==> config.mk <==
export PLATFORM = sky130hd
export DESIGN_NAME = tug_sequencer
export DESIGN_NICKNAME = d
export VERILOG_FILES = /design/src/rtl/tug_sequencer.sv
export SDC_FILE = /design/constraint.sdc
export NUM_CORES = 1
export LEC_CHECK = 0
export BUFFER_PORTS_ARGS = -buffer_cell sky130_fd_sc_hd__buf_4
export CAP_MARGIN = 20
export CORE_ASPECT_RATIO = 1.2
export CORE_UTILIZATION = 50
export CTS_CLUSTER_SIZE = 28
export DETAILED_ROUTE_END_ITERATION = 16
export PLACE_DENSITY = 0.67
export SLEW_MARGIN = 20
export SYNTH_ARGS = -nofsm -noshare
export SYNTH_HDL_FRONTEND = slang
export SYNTH_SLANG_ARGS = --single-unit
==> constraint.sdc <==
create_clock -name clk -period 3.2 [get_ports clk]
set_input_delay 0.48 -clock clk [delete_from_list [all_inputs] [get_ports clk]]
set_output_delay 0.48 -clock clk [all_outputs]
set_load 0.1 [all_outputs]
==> src/rtl/tug_sequencer.sv <==
// tug_sequencer: game-flow controller for two-player tug-of-war.
// Drives the 6-bit screen code through idle, a 3/2/1/go countdown, a live
// barrier position, and a held winner screen. All outputs are registered.
module tug_sequencer #(
   parameter int STEP_CYCLES = 12_000_000,
   parameter int WIN_CYCLES  = 60_000_000
) (
   input  logic       clk,
   input  logic       reset,
   input  logic       start_btn,
   input  logic       p1_btn,
   input  logic       p2_btn,
   output logic [5:0] screen,
   output logic       playing,
   output logic [1:0] winner
);

   localparam int MAX_CYCLES = (STEP_CYCLES > WIN_CYCLES) ? STEP_CYCLES : WIN_CYCLES;
   localparam int TW         = (MAX_CYCLES > 1) ? $clog2(MAX_CYCLES) : 1;

   localparam logic [TW-1:0] STEP_LAST = TW'(STEP_CYCLES - 1);
   localparam logic [TW-1:0] WIN_LAST  = TW'(WIN_CYCLES - 1);

   localparam logic [5:0] POS_START  = 6'd23;
   localparam logic [5:0] POS_P1_WIN = 6'd30;
   localparam logic [5:0] POS_P2_WIN = 6'd16;
   localparam logic [5:0] SCR_BLANK  = 6'd0;
   localparam logic [5:0] SCR_GO     = 6'd31;
   localparam logic [5:0] SCR_ONE    = 6'd32;
   localparam logic [5:0] SCR_TWO    = 6'd33;
   localparam logic [5:0] SCR_THREE  = 6'd34;

   localparam logic [1:0] WIN_NONE = 2'b00;
   localparam logic [1:0] WIN_P1   = 2'b01;
   localparam logic [1:0] WIN_P2   = 2'b10;

   typedef enum logic [2:0] {
      IDLE,
      CD3,
      CD2,
      CD1,
      GO,
      PLAY,
      WIN
   } state_t;

   state_t        state;
   state_t        nextState;
   logic [TW-1:0] timer;
   logic [TW-1:0] timerNext;
   logic [5:0]    position;
   logic [5:0]    positionNext;
   logic [1:0]    winnerNext;
   logic [5:0]    screenNext;
   logic          playingNext;

   logic          startPrev;
   logic          p1Prev;
   logic          p2Prev;
   logic          startPress;
   logic          p1Press;
   logic          p2Press;
   logic          timedState;

   // Rising-edge detection, registered so presses are seen one cycle later.
   // A press only survives if the current state is one that listens for it,
   // so a start rising on the WIN->IDLE edge or a player rising on the
   // GO->PLAY edge is dropped rather than acted on a cycle late.
   always_ff @(posedge clk) begin
      if (reset) begin
         startPrev  <= 1'b0;
         p1Prev     <= 1'b0;
         p2Prev     <= 1'b0;
         startPress <= 1'b0;
         p1Press    <= 1'b0;
         p2Press    <= 1'b0;
      end else begin
         startPrev  <= start_btn;
         p1Prev     <= p1_btn;
         p2Prev     <= p2_btn;
         startPress <= start_btn & ~startPrev & (state == IDLE);
         p1Press    <= p1_btn & ~p1Prev & (state == PLAY);
         p2Press    <= p2_btn & ~p2Prev & (state == PLAY);
      end
   end

   // State, timer, position and the registered display outputs.
   always_ff @(posedge clk) begin
      if (reset) begin
         state    <= IDLE;
         timer    <= '0;
         position <= POS_START;
         winner   <= WIN_NONE;
         screen   <= SCR_BLANK;
         playing  <= 1'b0;
      end else begin
         state    <= nextState;
         timer    <= timerNext;
         position <= positionNext;
         winner   <= winnerNext;
         screen   <= screenNext;
         playing  <= playingNext;
      end
   end

   // Next-state, scoring and timer logic. A press that lands the barrier
   // on either end moves straight to WIN in the same update.
   always_comb begin
      nextState    = state;
      positionNext = position;
      winnerNext   = winner;
      timedState   = 1'b0;
      case (state)
         IDLE: begin
            if (startPress) begin
               nextState  = CD3;
               winnerNext = WIN_NONE;
            end
         end
         CD3: begin
            timedState = 1'b1;
            if (timer == STEP_LAST) nextState = CD2;
         end
         CD2: begin
            timedState = 1'b1;
            if (timer == STEP_LAST) nextState = CD1;
         end
         CD1: begin
            timedState = 1'b1;
            if (timer == STEP_LAST) nextState = GO;
         end
         GO: begin
            timedState = 1'b1;
            if (timer == STEP_LAST) begin
               nextState    = PLAY;
               positionNext = POS_START;
            end
         end
         PLAY: begin
            if (p1Press && !p2Press) begin
               positionNext = position + 6'd1;
            end else if (p2Press && !p1Press) begin
               positionNext = position - 6'd1;
            end
            if (positionNext == POS_P1_WIN) begin
               nextState  = WIN;
               winnerNext = WIN_P1;
            end else if (positionNext == POS_P2_WIN) begin
               nextState  = WIN;
               winnerNext = WIN_P2;
            end
         end
         WIN: begin
            timedState = 1'b1;
            if (timer == WIN_LAST) nextState = IDLE;
         end
         default: nextState = IDLE;
      endcase

      if (nextState != state) begin
         timerNext = '0;
      end else if (timedState) begin
         timerNext = timer + TW'(1);
      end else begin
         timerNext = '0;
      end
   end

   // Display code for the state being entered, so screen changes on the
   // same edge as the state itself.
   always_comb begin
      screenNext  = SCR_BLANK;
      playingNext = (nextState == PLAY);
      case (nextState)
         IDLE:    screenNext = SCR_BLANK;
         CD3:     screenNext = SCR_THREE;
         CD2:     screenNext = SCR_TWO;
         CD1:     screenNext = SCR_ONE;
         GO:      screenNext = SCR_GO;
         PLAY:    screenNext = positionNext;
         WIN:     screenNext = (winnerNext == WIN_P1) ? POS_P1_WIN : POS_P2_WIN;
         default: screenNext = SCR_BLANK;
      endcase
   end

endmodule

==> reports/results.txt <==
H-tree depth: 2
P&R area growth vs syn: 9.047%
I/O pins: 14
wire per inst: 13.78 um
min setup slack post-route: 0.2359 ns
Finished Layout Cells: 371
crit-path max FO: 10
# setup viols final: 0
Max VDD drop: 0.2879 mV
post-synthesis xor/xnor area fraction: 9.869%
# fillers: 460
Worst slew margin: 58.82%
pre-CTS setup slack: 0.2654 ns
Overflow after GRT: 0
Pwr Total: 1065 uW
worst stage delay on the critical path: 0.57 ns
fin crit period: 2.964 ns
DR iter-0 viols: 148
RSZ-0062 raised after global routing: no
sw power: 259.1 uW
CTS tree: built
post-synth net total: 305
cells along the critical path: inv_1 > ha_1 > nand2b_1 > a21boi_0 > or4_1 > mux2i_1 > a41o_1 > o211ai_1 > a2111oi_2
CTS hold repair buffers: 0
status: completed
clk buf depth: 2
Int Pwr: 805.7 uW
part of the Yosys area used for sequential elements: 38.70%
Async SR Flop Fraction: 0%
drt first pass iters: 4
register area: 1001 sq um
post-layout net count: 318
gr usage total: 21.59%
combinational share of power: 4.9%
WHS: 0.3917 ns
switching part of the total: 24.34%
Min-Delay Path Class: reg2reg
Final Hold Viols: 0
Crit Path Class: reg2reg
Leak: 0.001028 uW
worst setup path endpoint: screen[1]$_SDFF_PP0_
total number of vias: 2081
Synth Area in Adders: 1.451%
mux cell area share after synthesis: 0.3870%
Root Buffer: clkbuf_8
startpoint types: register
synthesized flop and latch total: 50
Initial Utilization: 52.36%
critical path arrival: 3.18 ns
area of the multi-input gates: 1496 sq um
Post-Synth Simple-Gate Area: 30.96%
PortBufs: 13
layout cell share with drive strength beyond 1: 13.18%
setup bufs post-CTS: 0
Routed Antenna Nets: 0
Placed Cells: 363
slowest library cell on the worst path: or4_1
Placer Congestion: 0.8260
worst skew pair latency: 0.31 ns
die area: 5466 sq um
Synth Area in Compound Gates: 15.19%
cts repair resizes: 0
Synth cell types: 64
# clock sinks: 50
main combinational cell family by area after synthesis: simple AND/OR/NAND/NOR gates
dpl hpwl: 3867 um
synthesized area: 2586 sq um
vias in the first global route: 1941
Avg Cell Area, Syn: 8.708 sq um
Max Cap Viol: 0
Die Span Y: 80.79 um
Final Skew: 0.006290 ns
commonest non-fill, non-tap cell in the layout: dfxtp_1
Worst Tran Pin Value: 0.6129 ns
Placement Rows: 28
antenna cell count: 0
reg2reg setup slack: 0.24 ns
largest net degree at the start of global routing: 19
EDFF count, synth: 0
crit end category: register
Die X: 67.66 um
Reg clk slew, reported paths: 0.10 ns
first-pass GRT wire length: 8700 um
Post-Route WL: 5113 um
Core ar.: 4940 sq um
CP startpoint: position[0]$_SDFF_PP1_
vias per inst: 5.609
most frequent cells in the layout: dfxtp_1, nor2_1, nand2_1, xor2_1
critical register-to-register path startpoint: position[0]$_SDFF_PP1_
Final Max Tran Viols: 0
Clk pwr share: 35.7%
Gate Count Post-Synth: 297
worst path required time: 3.42 ns
drt drc: 0
synth warn: 0
Flop pwr share: 59.4%
ys flop type: dfxtp_1
FMAX: 337.4 MHz
initial antenna violation count: 0
CTS Buf Count: 5
PD cells: 377.6 nW/um^2
path depth of the worst reg2reg path: 9
Total Neg Setup Slack: 0 ns
Tcrit/Tclk final: 92.63%
Reg-to-Reg End: screen[1]$_SDFF_PP0_
flip-flops by register name, indices dropped and copies added, names as in the netlist:
| register | cells |
|---|---|
| timer | 26 |
| position | 6 |
| screen | 6 |
| state | 3 |
| winner | 2 |
| p1Press | 1 |
| p1Prev | 1 |
| p2Press | 1 |
| p2Prev | 1 |
| playing | 1 |
| startPress | 1 |
| startPrev | 1 |
worst max-delay path, delay by kind of cell (launching register included):
family / cells / cell delay (ns)
simple gates: 2 / 0.65
fa+ha+maj: 1 / 0.31
buf+inv: 1 / 0.08
compound gates: 4 / 1.05
flops: 1 / 0.49
mux: 1 / 0.30
worst min path at each step:
stage	from	endpoint	slack (ns)	cells after the start
after floorplan	p1Prev$_SDFF_PP0_	p1Press$_SDFF_PP0_	0.37	1
after global placement	p1Prev$_SDFF_PP0_	p1Press$_SDFF_PP0_	0.38	1
after detailed placement	p2Prev$_SDFF_PP0_	p2Press$_SDFF_PP0_	0.38	1
after CTS	p1Prev$_SDFF_PP0_	p1Press$_SDFF_PP0_	0.40	1
after global routing	p1Prev$_SDFF_PP0_	p1Press$_SDFF_PP0_	0.42	1
final	p1Prev$_SDFF_PP0_	p1Press$_SDFF_PP0_	0.39	1
Yosys cell counts, types with 3 or more instances:
cell,count,area (sq um)
buf_6,3,33.78
nor2b_1,9,56.30
o22ai_1,3,18.77
nor2_1,45,168.9
a21oi_1,4,20.02
nand2_1,23,86.33
inv_1,5,18.77
o21a_1,4,30.03
nand4_1,6,37.54
and2_1,3,18.77
clkbuf_1,7,26.28
nor4_1,4,25.02
o21ai_0,6,30.03
xnor2_1,6,52.55
xor2_1,20,175.2
and3_1,5,31.28
nand2b_1,3,18.77
and4_1,4,35.03
o21ai_1,3,15.01
nor3b_1,4,30.03
ha_1,3,37.54
a21o_1,3,22.52
dfxtp_1,50,1001
or2_2,6,37.54
nand3_1,18,90.09
nor3_1,3,15.01
routing by layer:
metal	routed length (um)	track usage, %
met4	106	9.149
met1	2256	24.56
met3	136	4.775
met5	0	0
met2	2613	37.92
power groups by stage:
stage | combinational, uW | clock, uW | sequential [uW]
6_report | 52.7 | 380 | 632
5_1_grt | 58.4 | 417 | 634
4_1_cts | 52.9 | 392 | 632
3_5_place_dp | 52.9 | 0 | 647
3_3_place_gp | 52.8 | 0 | 647
2_1_floorplan | 29.3 | 0 | 657
logic make-up (layout without fill, tap and decap cells):
group           count (synthesis)  after routing
mux                             1              1
fa+ha+maj                       3              3
buf+inv                        17             31
simple gates                  149            149
flops                          50             50
xor+xnor                       27             27
compound gates                 50             50
area by class of cell:
type,count,share of cell area [%]
Clock buffer,5,2.440
Timing Repair Buffer,18,4.792
Multi-Input combinational cell,230,53.06
Tap cell,60,2.662
Inverter,5,0.6655
Clock inverter,3,0.8873
Sequential cell,50,35.49
per-stage QoR:
step	cell area [sq um]	utilization (%)
after global routing	2820	57.09
after floorplan	2586	-
after global placement	2726	55.19
final	2820	57.09
after CTS	2820	57.09
after detailed placement	2726	55.19
(Power assumes the default switching activity.)
